`config.mk`:
```
export PLATFORM = sky130hd
export DESIGN_NAME = lsu_bus_master
export DESIGN_NICKNAME = d
export VERILOG_FILES = /design/src/rtl/lsu_bus_master.sv
export SDC_FILE = /design/constraint.sdc
export NUM_CORES = 1
export LEC_CHECK = 0
export BUFFER_PORTS_ARGS = -buffer_cell sky130_fd_sc_hd__buf_2
export CAP_MARGIN = 40
export CORE_MARGIN = 10
export CORE_UTILIZATION = 44
export DETAILED_ROUTE_END_ITERATION = 10
export GPL_TIMING_DRIVEN = 1
export MAX_ROUTING_LAYER = met4
export PLACE_DENSITY_LB_ADDON = 0.2
export SKIP_LAST_GASP = 1
export SLEW_MARGIN = 5
export SYNTH_ARGS = -nofsm -noshare
export SYNTH_HDL_FRONTEND = slang
export SYNTH_SLANG_ARGS = --single-unit
```
`constraint.sdc`:
```
create_clock -name clk -period 2.6 [get_ports clk]
set_input_delay 0.13 -clock clk [delete_from_list [all_inputs] [get_ports clk]]
set_output_delay 0.13 -clock clk [all_outputs]
set_load 0.03 [all_outputs]
```
`src/rtl/lsu_bus_master.sv`:
```
// Load/store bus master: one CPU load/store at a time over a valid/ready memory channel.
// Optional define MISALIGN_TRAP_EN: misaligned h/w accesses complete with ls_err and issue no request.
module lsu_bus_master #(
  parameter int AW = 32,
  parameter int DW = 32
) (
  input  logic            clk,
  input  logic            rst_n,
  input  logic            ls_valid,
  output logic            ls_ready,
  input  logic            ls_we,
  input  logic [2:0]      ls_ctr,
  input  logic [AW-1:0]   ls_addr,
  input  logic [DW-1:0]   ls_wdata,
  output logic [DW-1:0]   ls_rdata,
  output logic            ls_done,
  output logic            ls_err,
  output logic            mem_req_valid,
  input  logic            mem_req_ready,
  output logic            mem_req_we,
  output logic [AW-1:0]   mem_req_addr,
  output logic [DW-1:0]   mem_req_wdata,
  output logic [DW/8-1:0] mem_req_wstrb,
  input  logic            mem_resp_valid,
  input  logic [DW-1:0]   mem_resp_data,
  input  logic            mem_resp_err
);

  typedef enum logic [1:0] {
    ST_IDLE = 2'd0,
    ST_REQ  = 2'd1,
    ST_RESP = 2'd2,
    ST_DONE = 2'd3
  } state_e;

  state_e          state_q, state_d;
  logic            we_q, we_d;
  logic [2:0]      ctr_q, ctr_d;
  logic [AW-1:0]   addr_q, addr_d;
  logic [DW-1:0]   wdata_q, wdata_d;
  logic [DW-1:0]   rdata_q, rdata_d;
  logic            err_q, err_d;
  logic            trap_s;

  function automatic logic is_legal(input logic [2:0] ctr);
    case (ctr)
      3'b000, 3'b001, 3'b010, 3'b100, 3'b101: is_legal = 1'b1;
      default:                                 is_legal = 1'b0;
    endcase
  endfunction

  // Offset actually used: halfwords drop o[0], words ignore the offset entirely.
  function automatic logic [1:0] eff_off(input logic [1:0] size, input logic [1:0] o);
    case (size)
      2'b00:   eff_off = o;
      2'b01:   eff_off = {o[1], 1'b0};
      default: eff_off = 2'b00;
    endcase
  endfunction

  function automatic logic [31:0] store_data(input logic [1:0] size, input logic [31:0] wd);
    case (size)
      2'b00:   store_data = {4{wd[7:0]}};
      2'b01:   store_data = {2{wd[15:0]}};
      default: store_data = wd;
    endcase
  endfunction

  function automatic logic [3:0] store_strb(input logic [1:0] size, input logic [1:0] o);
    case (size)
      2'b00:   store_strb = 4'b0001 << eff_off(size, o);
      2'b01:   store_strb = 4'b0011 << eff_off(size, o);
      default: store_strb = 4'b1111;
    endcase
  endfunction

  function automatic logic [31:0] fmt_load(input logic [2:0] ctr, input logic [1:0] o,
                                           input logic [31:0] data);
    logic [31:0] s;
    s = data >> {eff_off(ctr[1:0], o), 3'b000};
    case (ctr)
      3'b000:  fmt_load = {{24{s[7]}}, s[7:0]};
      3'b001:  fmt_load = {{16{s[15]}}, s[15:0]};
      3'b010:  fmt_load = data;
      3'b100:  fmt_load = {24'h000000, s[7:0]};
      3'b101:  fmt_load = {16'h0000, s[15:0]};
      default: fmt_load = 32'h00000000;
    endcase
  endfunction

`ifdef MISALIGN_TRAP_EN
  function automatic logic is_misaligned(input logic [1:0] size, input logic [1:0] o);
    case (size)
      2'b01:   is_misaligned = o[0];
      2'b10:   is_misaligned = (o != 2'b00);
      default: is_misaligned = 1'b0;
    endcase
  endfunction

  assign trap_s = is_misaligned(ls_ctr[1:0], ls_addr[1:0]);
`else
  assign trap_s = 1'b0;
`endif

  // State and captured-transaction registers.
  always_ff @(posedge clk or negedge rst_n) begin
    if (!rst_n) begin
      state_q <= ST_IDLE;
      we_q    <= 1'b0;
      ctr_q   <= 3'b000;
      addr_q  <= {AW{1'b0}};
      wdata_q <= {DW{1'b0}};
      rdata_q <= {DW{1'b0}};
      err_q   <= 1'b0;
    end else begin
      state_q <= state_d;
      we_q    <= we_d;
      ctr_q   <= ctr_d;
      addr_q  <= addr_d;
      wdata_q <= wdata_d;
      rdata_q <= rdata_d;
      err_q   <= err_d;
    end
  end

  // Next-state and capture logic.
  always_comb begin
    state_d = state_q;
    we_d    = we_q;
    ctr_d   = ctr_q;
    addr_d  = addr_q;
    wdata_d = wdata_q;
    rdata_d = rdata_q;
    err_d   = err_q;
    case (state_q)
      ST_IDLE: begin
        if (ls_valid) begin
          we_d    = ls_we;
          ctr_d   = ls_ctr;
          addr_d  = ls_addr;
          wdata_d = ls_wdata;
          rdata_d = {DW{1'b0}};
          if (!is_legal(ls_ctr) || trap_s) begin
            state_d = ST_DONE;
            err_d   = 1'b1;
          end else begin
            state_d = ST_REQ;
            err_d   = 1'b0;
          end
        end else begin
          state_d = ST_IDLE;
        end
      end
      ST_REQ: begin
        if (mem_req_ready) begin
          state_d = ST_RESP;
        end else begin
          state_d = ST_REQ;
        end
      end
      ST_RESP: begin
        if (mem_resp_valid) begin
          state_d = ST_DONE;
          rdata_d = we_q ? {DW{1'b0}} : fmt_load(ctr_q, addr_q[1:0], mem_resp_data);
          err_d   = mem_resp_err;
        end else begin
          state_d = ST_RESP;
        end
      end
      ST_DONE: state_d = ST_IDLE;
      default: state_d = ST_IDLE;
    endcase
  end

  // Outputs decode only registered state, so they are glitch-free and zero outside their phase.
  assign ls_ready      = (state_q == ST_IDLE);
  assign ls_done       = (state_q == ST_DONE);
  assign ls_err        = ls_done & err_q;
  assign ls_rdata      = ls_done ? rdata_q : {DW{1'b0}};
  assign mem_req_valid = (state_q == ST_REQ);
  assign mem_req_we    = mem_req_valid & we_q;
  assign mem_req_addr  = mem_req_valid ? {addr_q[AW-1:2], 2'b00} : {AW{1'b0}};
  assign mem_req_wdata = mem_req_valid ? store_data(ctr_q[1:0], wdata_q) : {DW{1'b0}};
  assign mem_req_wstrb = (mem_req_valid && we_q) ? store_strb(ctr_q[1:0], addr_q[1:0]) : 4'b0000;

endmodule

```
# Yosys cells after proc, flatten, opt, wreduce, memory -nomap -nowiden

Index checks and enable logic that the tools add are counted.
Widths: inputs -> output; s select.

Output and inout port bits: 105
Logic and storage cells: 63
Bits in latches: 0
RAM bits: 0
ROM bits: 0
Register bits: 103
Memories: 0
Input port bits: 106

Reduce and logical (&&, ||, !) cells: 9
Eq/ne operators: 14
Add/subtract/negate cells: 0
Div/mod/pow operators: 0
Magnitude comparators: 0
Shift-type cells: 3
Multiply operators: 0
Muxes and demuxes: 28
Bitwise operators: 2

Operator list:

| cell                | number |
|---|---|
| $mux 32             | 6 |
| $pmux 32 s5         | 1 |
| $pmux 32 s2         | 2 |
| $shr 32x5->16       | 1 |
| $mux 2              | 7 |
| $eq 3x3->1 const B  | 4 |
| $pmux 2 s4          | 1 |
| $pmux 4 s2          | 1 |
| $mux 1              | 7 |
| $eq 3x1->1 const B  | 2 |
| $eq 3x2->1 const B  | 2 |
| $logic_not 3->1     | 2 |
| $reduce_or 5->1     | 1 |
| $eq 2x1->1 const B  | 2 |
| $eq 2x2->1 const B  | 2 |
| $logic_not 2->1     | 2 |
| $mux 4              | 1 |
| $ne 2x2->1 const B  | 2 |
| $pmux 2 s2          | 1 |
| $shl 1x2->4 const A | 1 |
| $shl 2x2->4 const A | 1 |
| $reduce_and 3->1    | 1 |
| $and 1x1->1         | 2 |
| $pmux 1 s2          | 1 |
| other kinds (3)     | 3 |

# Logic depth before layout (Yosys ltp)

Word-level depth: 9
Depth in mapped cells: 8

# Worst setup path after synthesis

No wires, ideal clock.

Kind: register -> output
From: register state_q[1]
To: output port mem_req_wstrb[3]
Data arrival time: 2.104 ns
Setup slack: 0.366 ns
Stages on the path, launching flop included: 7
Buffers on the path: 2
Path through: dfrtp_1 clkbuf_1 nand2b_1 clkbuf_1 inv_1 and2_1 a21boi_0

Cells in the longest elaborated chain, start to end: 3

RTL lines:

| what                     | line | text |
|---|---|---|
| start: declaration       | 36   | `state_e state_q, state_d;` |
| start signal: assignment | 116  | `state_q <= state_d;` |
| $eq 2x1->1               | 180  | `assign mem_req_valid = (state_q == ST_REQ);` |
| $logic_and 1x1->1        | 184  | `assign mem_req_wstrb = (mem_req_valid && we_q) ? store_strb(ctr_q[1:0], addr_q[1:0]) : 4'b0000;` |
| $mux 4                   | 184  |  |
| end: declaration         | 23   | `output logic [DW/8-1:0] mem_req_wstrb,` |

Every way passes these cells.

# Final worst setup path

From: register ctr_q[1]
To: output port mem_req_wstrb[0]

Cells in the longest elaborated chain, start to end: 3
Elaborated cells between the ends (all ways): 4
Those cells by class: eq/ne: 1; mux: 2; reduce/logical: 1

RTL lines:

| what                                          | line   | text |
|---|---|---|
| start: declaration                            | 38     | `logic [2:0] ctr_q, ctr_d;` |
| start signal: assignment                      | 118    | `ctr_q <= ctr_d;` |
| $eq 2x1->1 or $logic_not 2->1 (tied branches) | 54, 70 |  |
| $pmux 4 s2 (*)                                | 70     | `case (size)` |
| $mux 4 (*)                                    | 184    |  |

Mark *: on every way between the ends. The rest lies on a longest branch, timed or not.

==> flow_summary.toml <==
[run_status]
status = "finished, final reports clean"

[run]
maxCapViolCount = 0

[sta]
setup_tns_ns = 0
setup_viol_count_final = 0
holdWs_ns = 0.0102
tightest_slew_ns = 0.885
slew_viol_final = 0
hold_viol_final = 0
skew_ns = 0.00702
rsz0062_at_grt = "false"
period_share_pct = 84.9
slew-limit-headroom_pct = 40.5
period_minus_slack_ns = 2.21
fmax_mhz = 453

[worst_hold_path]
hold_path_class = "input port to register"

[synth]
yosys_register_bits = 103
async_flop_share_pct = 100
yosysUniqueCellTypes = 34
yosys.area.top_type = "dfrtp_1"
ys_top_cells_by_count = "dfrtp_1, mux2_2, and2_1, nand2_1, mux2i_1"
syn_avg_cell_area_um2 = 10.5
ys_seq_area_share_pct = 47.5
synth_edf_count = 0
ys_warn_count = 0
netlist_instances = 515
synth_most_common_cell = "dfrtp_1"
syn_area_um2 = 5420
yosys-top-cells-area = "dfrtp_1, mux2_2, mux2i_1"
ys.flop_type = "dfrtp_1"
synth_top_area_share_pct = 47.5

[route]
postRouteAntennaNets = 0
routed_wl_mm = 16.4
dr.pass1.iters = 4
drtIter0Drc = 231
drc = 0
viasPerCell = 5.28
wl_per_cell_um = 18.6
vias = 4650

[cts]
clock_path_buffers = 2
cts_max_level = 3
clockRootBuffer = "clkbuf_16"
cts_buffers = 9
cts.sinks = 103
cts_tree = "done"
clkLatencyLatePin_ns = 0.35
path_clk_slew_ns = 0.07

[worst_setup_path]
crit_chain = "buf_4 > nor2_2 > nand2_1 > nand2_1 > nor2_1 > buf_2"
max_stage_delay_ns = 0.39
worstSetupEndpointType = "output port"
path_depth = 6
worst-setup-path-type = "register to output port"
ff2ff_path_depth = 5
slowest_stage = "dfrtp_1"
critPathCapture = "mem_req_wstrb[0]"
cp.required_ns = 2.47
worst_ep_arrival_time_ns = 2.08
worstSetupStartpointType = "register"
crit_top_cell = "nand2_1"
reg2reg_to = "rdata_q[27]"
path_buf_inv = 2
r2r_slack_ns = 0.42
r2r_start = "we_q"
critPathMaxFanout = 36
critPathTopFamily = "simple AND/OR/NAND/NOR gates"
startpoint = "ctr_q[1]"

[power]
p_leak_uw = 0.00375
power.share.switching_pct = 43.6
power_frac_seq_pct = 33.1
ir_drop_v = 0.000770
p_sw_uw = 3760
p_per_area_nw_per_um2 = 1240
p_int_uw = 4860
p_clk_share_pct = 15.5
combPwrFrac_pct = 51.4

[floorplan]
die_h_um = 131
rows = 40
coreArea_um2 = 12100
die_x_um = 131
io_pins = 211
initial_utilization_pct = 45.0
die_area_um2 = 17200

[global_route]
overflow = 0
antenna_found_initial = 3
grt_pass1_vias = 4901
grt_max_degree = 59
grt_pass1_wl_mm = 25.4
globalRouteTotalUtil_pct = 19.4

[placed_design]
placement.io_buffers = 208
hpwlAfterDp_mm = 12.3
post_dp_cell_area_um2 = 6600
gp_congestion = 0.851

[layout]
drive_gt1_share_pct = 44.4
area_growth_pct = 27.9
fin_area_um2 = 6940
nets = 810
[metrics by stage]
stage                     utilization, %  setup WS [ns]  total power, uW  cells
after floorplan                        -          0.366             6060    516
after global placement              54.8          0.530             7230    858
final                               57.5          0.393             8620    880
after detailed placement            54.8          0.454             7350    858
after CTS                           57.4          0.361             8700    876
after global routing                57.5          0.209             9230    880
[final cells by class]
| cell class | count | area (um2) |
|---|---|---|
| Fill cell | 1073 | 5120 |
| Multi-Input combinational cell | 357 | 2590 |
| Sequential cell | 103 | 2580 |
| Timing Repair Buffer | 224 | 1220 |
| Clock buffer | 12 | 267 |
| Tap cell | 168 | 210 |
| Inverter | 9 | 33.8 |
| Clock inverter | 4 | 28.8 |
| Antenna cell | 3 | 7.51 |
[power by group through the flow]
| stage | combinational (uW) | sequential, uW | clock [uW] |
|---|---|---|---|
| finish | 4430 | 2850 | 1330 |
| global route | 4830 | 2960 | 1440 |
| CTS | 4480 | 2850 | 1370 |
| detailed placement | 4470 | 2880 | 0 |
| global placement | 4390 | 2840 | 0 |
| floorplan | 3370 | 2690 | 0 |
[worst min path at each step]
| stage | slack [ns] | cells past startpoint | startpoint | endpoint |
|---|---|---|---|---|
| 2_1_floorplan | -0.17 | 0 | rst_n | addr_q[0] |
| 3_3_place_gp | 0.17 | 1 | rst_n | rdata_q[22] |
| 3_5_place_dp | 0.18 | 1 | rst_n | rdata_q[22] |
| 4_1_cts | 0.0004 | 2 | ls_addr[21] | addr_q[21] |
| 5_1_grt | 0.004 | 2 | ls_addr[18] | addr_q[18] |
| 6_report | 0.01 | 2 | ls_addr[21] | addr_q[21] |
[kinds of logic after synthesis]
| logic type | Yosys count | share of synthesized area, % |
|---|---|---|
| buffers and inverters | 56 | 4.78 |
| flip-flops | 103 | 47.5 |
| AND/OR/NAND/NOR | 163 | 16.1 |
| AO/OA/AOI/OAI | 84 | 9.99 |
| multiplexers | 108 | 21.5 |
| other | 1 | 0.0692 |
[state kept, by name, indices dropped and copies added (netlist names)]
register	flops
we_q	1
wdata_q	32
ctr_q	3
state_q	2
addr_q	32
err_q	1
rdata_q	32
[cell usage in the layout (no fill, tap or decap), types with 2 or more instances in the layout]
cell type | synthesis | final
nor2_1 | 30 | 30
conb_1 | 1 | 2
buf_2 | 12 | 207
mux2i_1 | 40 | 40
buf_4 | 3 | 10
and2_1 | 41 | 40
buf_12 | 0 | 4
clkinvlp_4 | 0 | 2
a221oi_1 | 17 | 17
dfrtp_1 | 103 | 103
o21a_1 | 2 | 2
diode_2 | 0 | 3
o22ai_1 | 7 | 7
nand2_2 | 5 | 5
a22oi_1 | 15 | 15
mux2_2 | 67 | 67
nor2b_1 | 2 | 2
inv_1 | 9 | 9
clkbuf_16 | 0 | 9
clkbuf_8 | 0 | 3
and3_1 | 34 | 34
o21ai_0 | 24 | 24
dlygate4sd3_1 | 0 | 3
nand2_1 | 41 | 41
a21oi_1 | 17 | 17
nand2b_1 | 2 | 2
[per-layer routing]
layer	vias to the layer above	part of all wire [%]	track usage [%]
met5	-	0	-
met4	0	1.8	6.41
met3	20	8.0	4.92
met2	178	48	30.3
met1	2257	42	24.1
li1	2195	-	-
[timing repair]
action                    CTS  global route
resized for setup           0             0
setup buffers               0             0
hold buffers                2             1
hold endpoints to repair   47             1
Note: power is estimated with default switching activity, not from simulation.
